File: config.mk
export PLATFORM = sky130hd
export DESIGN_NAME = iq_pulse_gen
export DESIGN_NICKNAME = d
export VERILOG_FILES = /design/src/rtl/iq_pulse_gen.sv
export SDC_FILE = /design/constraint.sdc
export NUM_CORES = 2
export LEC_CHECK = 0
export CAP_MARGIN = 20
export CORE_MARGIN = 2
export CORE_UTILIZATION = 61
export CTS_BUF_LIST = sky130_fd_sc_hd__clkbuf_16
export DETAILED_ROUTE_END_ITERATION = 12
export PLACE_DENSITY = 0.8
export SETUP_SLACK_MARGIN = 0.3
export SYNTH_ARGS = -nofsm -noshare
export SYNTH_HDL_FRONTEND = slang
export SYNTH_SLANG_ARGS = --single-unit
File: constraint.sdc
create_clock -name i_clk -period 7.4 [get_ports i_clk]
set_input_delay 1.48 -clock i_clk [delete_from_list [all_inputs] [get_ports i_clk]]
set_output_delay 1.48 -clock i_clk [all_outputs]
set_load 0.02 [all_outputs]
File: src/rtl/iq_pulse_gen.sv
// Shaped I/Q pulse generator: linear ramp up, flat hold, linear ramp down,
// eight samples per clock, with a one-deep command buffer for back-to-back pulses.
module iq_pulse_gen #(
  parameter int IQ_WIDTH   = 14,
  parameter int RAMP_LOG2  = 5,
  parameter int HOLD_WIDTH = 16
) (
  input  logic                  i_clk,
  input  logic                  i_rst,
  input  logic                  i_cmd_valid,
  output logic                  o_cmd_ready,
  input  logic [IQ_WIDTH-1:0]   i_cmd_i,
  input  logic [IQ_WIDTH-1:0]   i_cmd_q,
  input  logic [HOLD_WIDTH-1:0] i_cmd_hold,
  output logic [255:0]          o_QIx8,
  output logic                  o_busy,
  output logic                  o_done
);

  localparam int N = IQ_WIDTH + RAMP_LOG2;
  localparam logic [RAMP_LOG2-1:0] LAST_CYC = RAMP_LOG2'((1 << (RAMP_LOG2 - 3)) - 1);

  typedef enum logic [1:0] {IDLE, RAMP_UP, HOLD, RAMP_DOWN} state_t;

  state_t                  state_reg;
  logic [RAMP_LOG2-1:0]    cyc_reg;
  logic [HOLD_WIDTH-1:0]   hold_cnt_reg;
  logic [IQ_WIDTH-1:0]     act_i_reg, act_q_reg;
  logic                    act_loaded_reg;
  logic [IQ_WIDTH-1:0]     pend_i_reg, pend_q_reg;
  logic [HOLD_WIDTH-1:0]   pend_hold_reg;
  logic                    pend_full_reg;
  logic [255:0]            qi_reg, qi_next;
  logic                    busy_reg, done_reg;

  logic accept, ramp_end, direct_load;
  logic [N-1:0] amp_i_ext, amp_q_ext;

  assign o_cmd_ready = ~pend_full_reg;
  assign accept      = i_cmd_valid & ~pend_full_reg;
  assign ramp_end    = (cyc_reg == LAST_CYC);
  // A command skips the pending slot when the active slot is free now or frees this edge.
  assign direct_load = accept & (((state_reg == IDLE) & ~act_loaded_reg) |
                                 ((state_reg == RAMP_DOWN) & ramp_end & ~pend_full_reg));

  assign amp_i_ext = {{RAMP_LOG2{act_i_reg[IQ_WIDTH-1]}}, act_i_reg};
  assign amp_q_ext = {{RAMP_LOG2{act_q_reg[IQ_WIDTH-1]}}, act_q_reg};

  generate
    for (genvar gi = 0; gi < 8; gi++) begin : g_lane
      logic [RAMP_LOG2-1:0] k_up, k;
      logic [N-1:0]         k_ext;
      logic [IQ_WIDTH-1:0]  ramp_i, ramp_q, lane_i, lane_q;

      assign k_up  = (cyc_reg << 3) + RAMP_LOG2'(gi);
      // R-1-x over RAMP_LOG2 bits is simply the bitwise complement.
      assign k     = (state_reg == RAMP_DOWN) ? ~k_up : k_up;
      assign k_ext = {{IQ_WIDTH{1'b0}}, k};

      // Low N bits of the product are exact; dropping RAMP_LOG2 LSBs is a floor shift.
      assign ramp_i = IQ_WIDTH'((amp_i_ext * k_ext) >> RAMP_LOG2);
      assign ramp_q = IQ_WIDTH'((amp_q_ext * k_ext) >> RAMP_LOG2);

      assign lane_i = (state_reg == IDLE) ? '0 : (state_reg == HOLD) ? act_i_reg : ramp_i;
      assign lane_q = (state_reg == IDLE) ? '0 : (state_reg == HOLD) ? act_q_reg : ramp_q;

      assign qi_next[32*gi +: 32] = {16'($signed(lane_q)), 16'($signed(lane_i))};
    end
  endgenerate

  always_ff @(posedge i_clk) begin
    if (i_rst) begin
      state_reg      <= IDLE;
      cyc_reg        <= '0;
      hold_cnt_reg   <= '0;
      act_i_reg      <= '0;
      act_q_reg      <= '0;
      act_loaded_reg <= 1'b0;
      pend_i_reg     <= '0;
      pend_q_reg     <= '0;
      pend_hold_reg  <= '0;
      pend_full_reg  <= 1'b0;
      qi_reg         <= '0;
      busy_reg       <= 1'b0;
      done_reg       <= 1'b0;
    end else begin
      qi_reg   <= qi_next;
      busy_reg <= (state_reg != IDLE);
      done_reg <= (state_reg == RAMP_DOWN) && ramp_end;

      if (direct_load) begin
        act_i_reg      <= i_cmd_i;
        act_q_reg      <= i_cmd_q;
        hold_cnt_reg   <= i_cmd_hold;
        act_loaded_reg <= 1'b1;
      end else if (accept) begin
        pend_i_reg    <= i_cmd_i;
        pend_q_reg    <= i_cmd_q;
        pend_hold_reg <= i_cmd_hold;
        pend_full_reg <= 1'b1;
      end

      case (state_reg)
        IDLE: begin
          if (act_loaded_reg) begin
            state_reg <= RAMP_UP;
            cyc_reg   <= '0;
          end
        end
        RAMP_UP: begin
          if (ramp_end) begin
            cyc_reg   <= '0;
            state_reg <= (hold_cnt_reg == '0) ? RAMP_DOWN : HOLD;
          end else begin
            cyc_reg <= cyc_reg + 1'b1;
          end
        end
        HOLD: begin
          hold_cnt_reg <= hold_cnt_reg - 1'b1;
          if (hold_cnt_reg == HOLD_WIDTH'(1)) begin
            state_reg <= RAMP_DOWN;
          end
        end
        RAMP_DOWN: begin
          if (ramp_end) begin
            cyc_reg <= '0;
            if (pend_full_reg) begin
              act_i_reg     <= pend_i_reg;
              act_q_reg     <= pend_q_reg;
              hold_cnt_reg  <= pend_hold_reg;
              pend_full_reg <= 1'b0;
              state_reg     <= RAMP_UP;
            end else if (accept) begin
              state_reg <= RAMP_UP;
            end else begin
              state_reg      <= IDLE;
              act_loaded_reg <= 1'b0;
            end
          end else begin
            cyc_reg <= cyc_reg + 1'b1;
          end
        end
        default: state_reg <= IDLE;
      endcase
    end
  end

  assign o_QIx8 = qi_reg;
  assign o_busy = busy_reg;
  assign o_done = done_reg;

endmodule

==> summary.md <==
| Metric | Value |
|---|---|
| Outcome | finished clean |
| Die Width | approximately 250 um |
| Final Non-Filler Cells | ~5200 |
| CP Max Fanout | 12 |
| # rows | 90 |
| Register bit total from synthesis | 323 |
| CTS root buffer | clkbuf_16 |
| Register area share after synthesis | 0.1756 |
| Placed Area | 40410 um^2 |
| Initial antenna violation count | 3 |
| Core area | 60020 um^2 |
| Power Dens Cells | 219.6 nW/um^2 |
| ANT cells | 0 |
| Critical Path AT | ~6.6 ns |
| Combinational fraction of design power | 0.564 |
| Final Hold Vio Count | 0 |
| # nets final | 5383 |
| Routed wire length | around 100 mm |
| GRT Residual Overflow | 0 |
| Clock group share of total power | 0.194 |
| Largest net degree at the start of global routing | a little over 90 |
| Sw Ratio | 0.4497 |
| DRT iter0 DRCs | 2354 |
| CP startpoint kind | flip-flop |
| Pre-antenna DRT Iters | 8 |
| Largest register FFs | 224 |
| WHS Path Cells | 2 |
| Fmax | approximately 160 MHz |
| Final Max Slew Viols | 0 |
| Hold slack | 0.4533 ns |
| Slew margin rel. | 0.2450 |
| Syn-to-layout area delta | 12.86% |
| Via-to-Cell Ratio | 5.528 |
| Post-CTS Hold Buffers | 0 |
| Num CTS Buffers | 37 |
| Power consumption | 9.126 mW |
| Cells after DPL | 5178 |
| Mean area per synthesized cell | 8.730 um^2 |
| Sink Count | 323 |
| Setup TNS | 0 ns |
| DRC | 0 |
| Synthesized area | ~37000 um^2 |
| Fraction of registers with async set or reset after synthesis | 0 |
| P_leak | 21.42 nW |
| Internal power | ~5 mW |
| Worst slack, placed | approximately 1.4 ns |
| Worst R2R Path Depth | 17 |
| CP Capture Type | flip-flop |
| Maximum vdd ir drop | 0.1845 mV |
| GRT Total Usage | 0.3290 |
| RSZ-0062 raised after global routing | no |
| H-tree depth | 2 |
| Vias in the first global route | 29490 |
| Tcrit/Tclk final | 0.8363 |
| Worst-margin pin slew | 1.133 ns |
| Number of flops mapped to enable cells by yosys | 0 |
| Required time of the critical path | 7.83 ns |
| Die footprint | 62350 um^2 |
| First-pass GRT wire length | 161.3 mm |
| Post-DRT Antenna Nets | 0 |
| PnR worst setup slack | 1.212 ns |
| Final Util | 0.6924 |
| Distinct cell type count after synthesis | 73 |
| Syn nets | between 5000 and 6000 |
| Synthesized instance count | 4218 |
| Tmin final | 6.188 ns |
| CP Class | reg2reg |
| Drt wl/cell | ~19 um |
| Post-CTS sizing | 0 |
| Clock Skews | 0.03779 ns |
| Syn. warnings | 0 |
| Top FF cell, synth | dfxtp_1 |
| Longest Clk Path Bufs | 3 |
| Routed via count | between 20000 and 30000 |
| Switching pwr | approximately 4.1 mW |
| Final setup fails | 0 |
| Fin area | 41560 um^2 |
| CTS tree | built |
| HP Class | reg2reg |
| Post-CTS setup buffers | 0 |
| RD Place Congestion | around 0.96 |
| Clk_lat worst skew | ~0.60 ns |
| Chip height | 249.7 um |
| Seq pwr share | 0.242 |
| I/O pins | 306 |
| Share of layout cells above drive strength 1 | 0.03003 |
| Max-capacitance violation count | 0 |
| Worst-path clk slew | 0.06 ns |
| Dpl hpwl | 79.38 mm |
| Initial Utilization | 0.6135 |
| Port-buffer cells | 305 |
==> worst paths after layout <==
path                     startpoint          endpoint  slack, ns
setup / recovery       state_reg[1]       o_QIx8[127]       1.21
hold / removal    pend_hold_reg[10]  hold_cnt_reg[10]       0.45
setup reg to reg       state_reg[1]       o_QIx8[127]       1.21
hold reg to reg   pend_hold_reg[10]  hold_cnt_reg[10]       0.45
==> cell families (layout without fill, tap and decap cells) <==
family | after synthesis | count (layout) | share of synthesized area
DFF | 323 | 323 | 0.1756
and+or+nand+nor | 928 | 928 | 0.1149
buffers and inverters | 1059 | 1303 | 0.1120
xor gates and xnor gates | 233 | 233 | 0.05542
AOI/OAI and AO/OA | 725 | 725 | 0.1293
muxes | 50 | 50 | 0.01407
adders and majority gates | 900 | 900 | 0.3988
==> power by group through the flow <==
stage          clock network [mW]  logic, mW  registers, mW
6_report                     1.77       5.15           2.21
5_1_grt                      1.87       5.72           2.24
4_1_cts                      1.79       5.11           2.21
3_5_place_dp                    0       5.06           2.24
3_3_place_gp                    0       4.95           2.24
2_1_floorplan                   0       3.51           2.31
==> cell usage after synthesis, types with 6 or more instances <==
master | number | area [um^2]
inv_1 | 900 | 3378
fa_1 | 456 | 9129
ha_1 | 444 | 5555
nor2_1 | 338 | 1269
dfxtp_1 | 323 | 6466
nand2_1 | 278 | 1044
a21oi_1 | 211 | 1056
o21ai_0 | 130 | 650.6
xnor2_1 | 130 | 1139
clkbuf_1 | 110 | 412.9
xor2_1 | 103 | 902.1
o21a_1 | 101 | 758.2
a21o_1 | 76 | 570.6
and2_1 | 76 | 475.5
nand2b_1 | 56 | 350.3
a211oi_1 | 42 | 315.3
nor3_1 | 42 | 210.2
nand3_1 | 39 | 195.2
mux2i_1 | 36 | 360.4
buf_4 | 35 | 262.8
o31ai_1 | 24 | 180.2
and3_1 | 20 | 125.1
or3_1 | 20 | 125.1
nor2b_1 | 19 | 118.9
a222oi_1 | 14 | 140.1
mux2_2 | 14 | 157.7
a31oi_1 | 12 | 75.07
o21bai_1 | 12 | 90.09
o22ai_1 | 12 | 75.07
a211o_1 | 11 | 96.34
a41o_1 | 10 | 100.1
a41oi_1 | 10 | 87.58
o31a_1 | 9 | 78.83
or2_2 | 9 | 56.30
and4_1 | 6 | 52.55
buf_2 | 6 | 30.03
o211ai_1 | 6 | 45.04
==> layout make-up <==
type	count	area [um^2]
multi-input combinational	2836	26290
fill	4807	18460
sequential	323	6466
inverter	901	3382
timing repair buffer	337	3303
tap	782	978.4
clock buffer	38	950.9
clock inverter	27	190.2
==> metal layers <==
| layer | GRT usage | vias up | share of wire |
|---|---|---|---|
| met5 | 0 | - | 0.00013 |
| met4 | 0.1241 | 2 | 0.041 |
| met3 | 0.05319 | 214 | 0.077 |
| met2 | 0.5335 | 1093 | 0.46 |
| met1 | 0.4441 | 13860 | 0.42 |
| li1 | - | 13820 | - |
==> placed cells by master (no fill, tap or decap), types with 19 or more instances in the layout <==
cell type / netlist / routed
dfxtp_1: 323 / 323
nor2b_1: 19 / 19
xor2_1: 103 / 101
nand2_1: 278 / 278
a21o_1: 76 / 76
or3_1: 20 / 19
a21oi_1: 211 / 211
o21ai_0: 130 / 130
o21a_1: 101 / 101
fa_1: 456 / 456
o31ai_1: 24 / 24
nor3_1: 42 / 42
nand3_1: 39 / 37
xnor2_1: 130 / 130
a211oi_1: 42 / 42
buf_4: 35 / 32
clkdlybuf4s50_1: 0 / 304
mux2i_1: 36 / 36
nor2_1: 338 / 338
inv_1: 900 / 906
and2_1: 76 / 76
clkbuf_16: 0 / 38
and3_1: 20 / 19
ha_1: 444 / 441
nand2b_1: 56 / 56
==> worst max-delay path, cell delays in order, from the launching register on <==
cell      delay, ns
dfxtp_1        0.44
ha_2           0.29
xor2_2         0.66
and2_1         0.23
ha_1           0.26
inv_1          0.31
fa_1           0.51
fa_1           0.50
inv_1          0.04
ha_1           0.31
o21ai_0        0.11
a221oi_1       0.59
a31oi_1        0.31
o31ai_1        0.70
o41ai_1        0.24
o21ai_0        0.28
xnor2_1        0.16
o21ai_0        0.09
(Power assumes the default switching activity.)
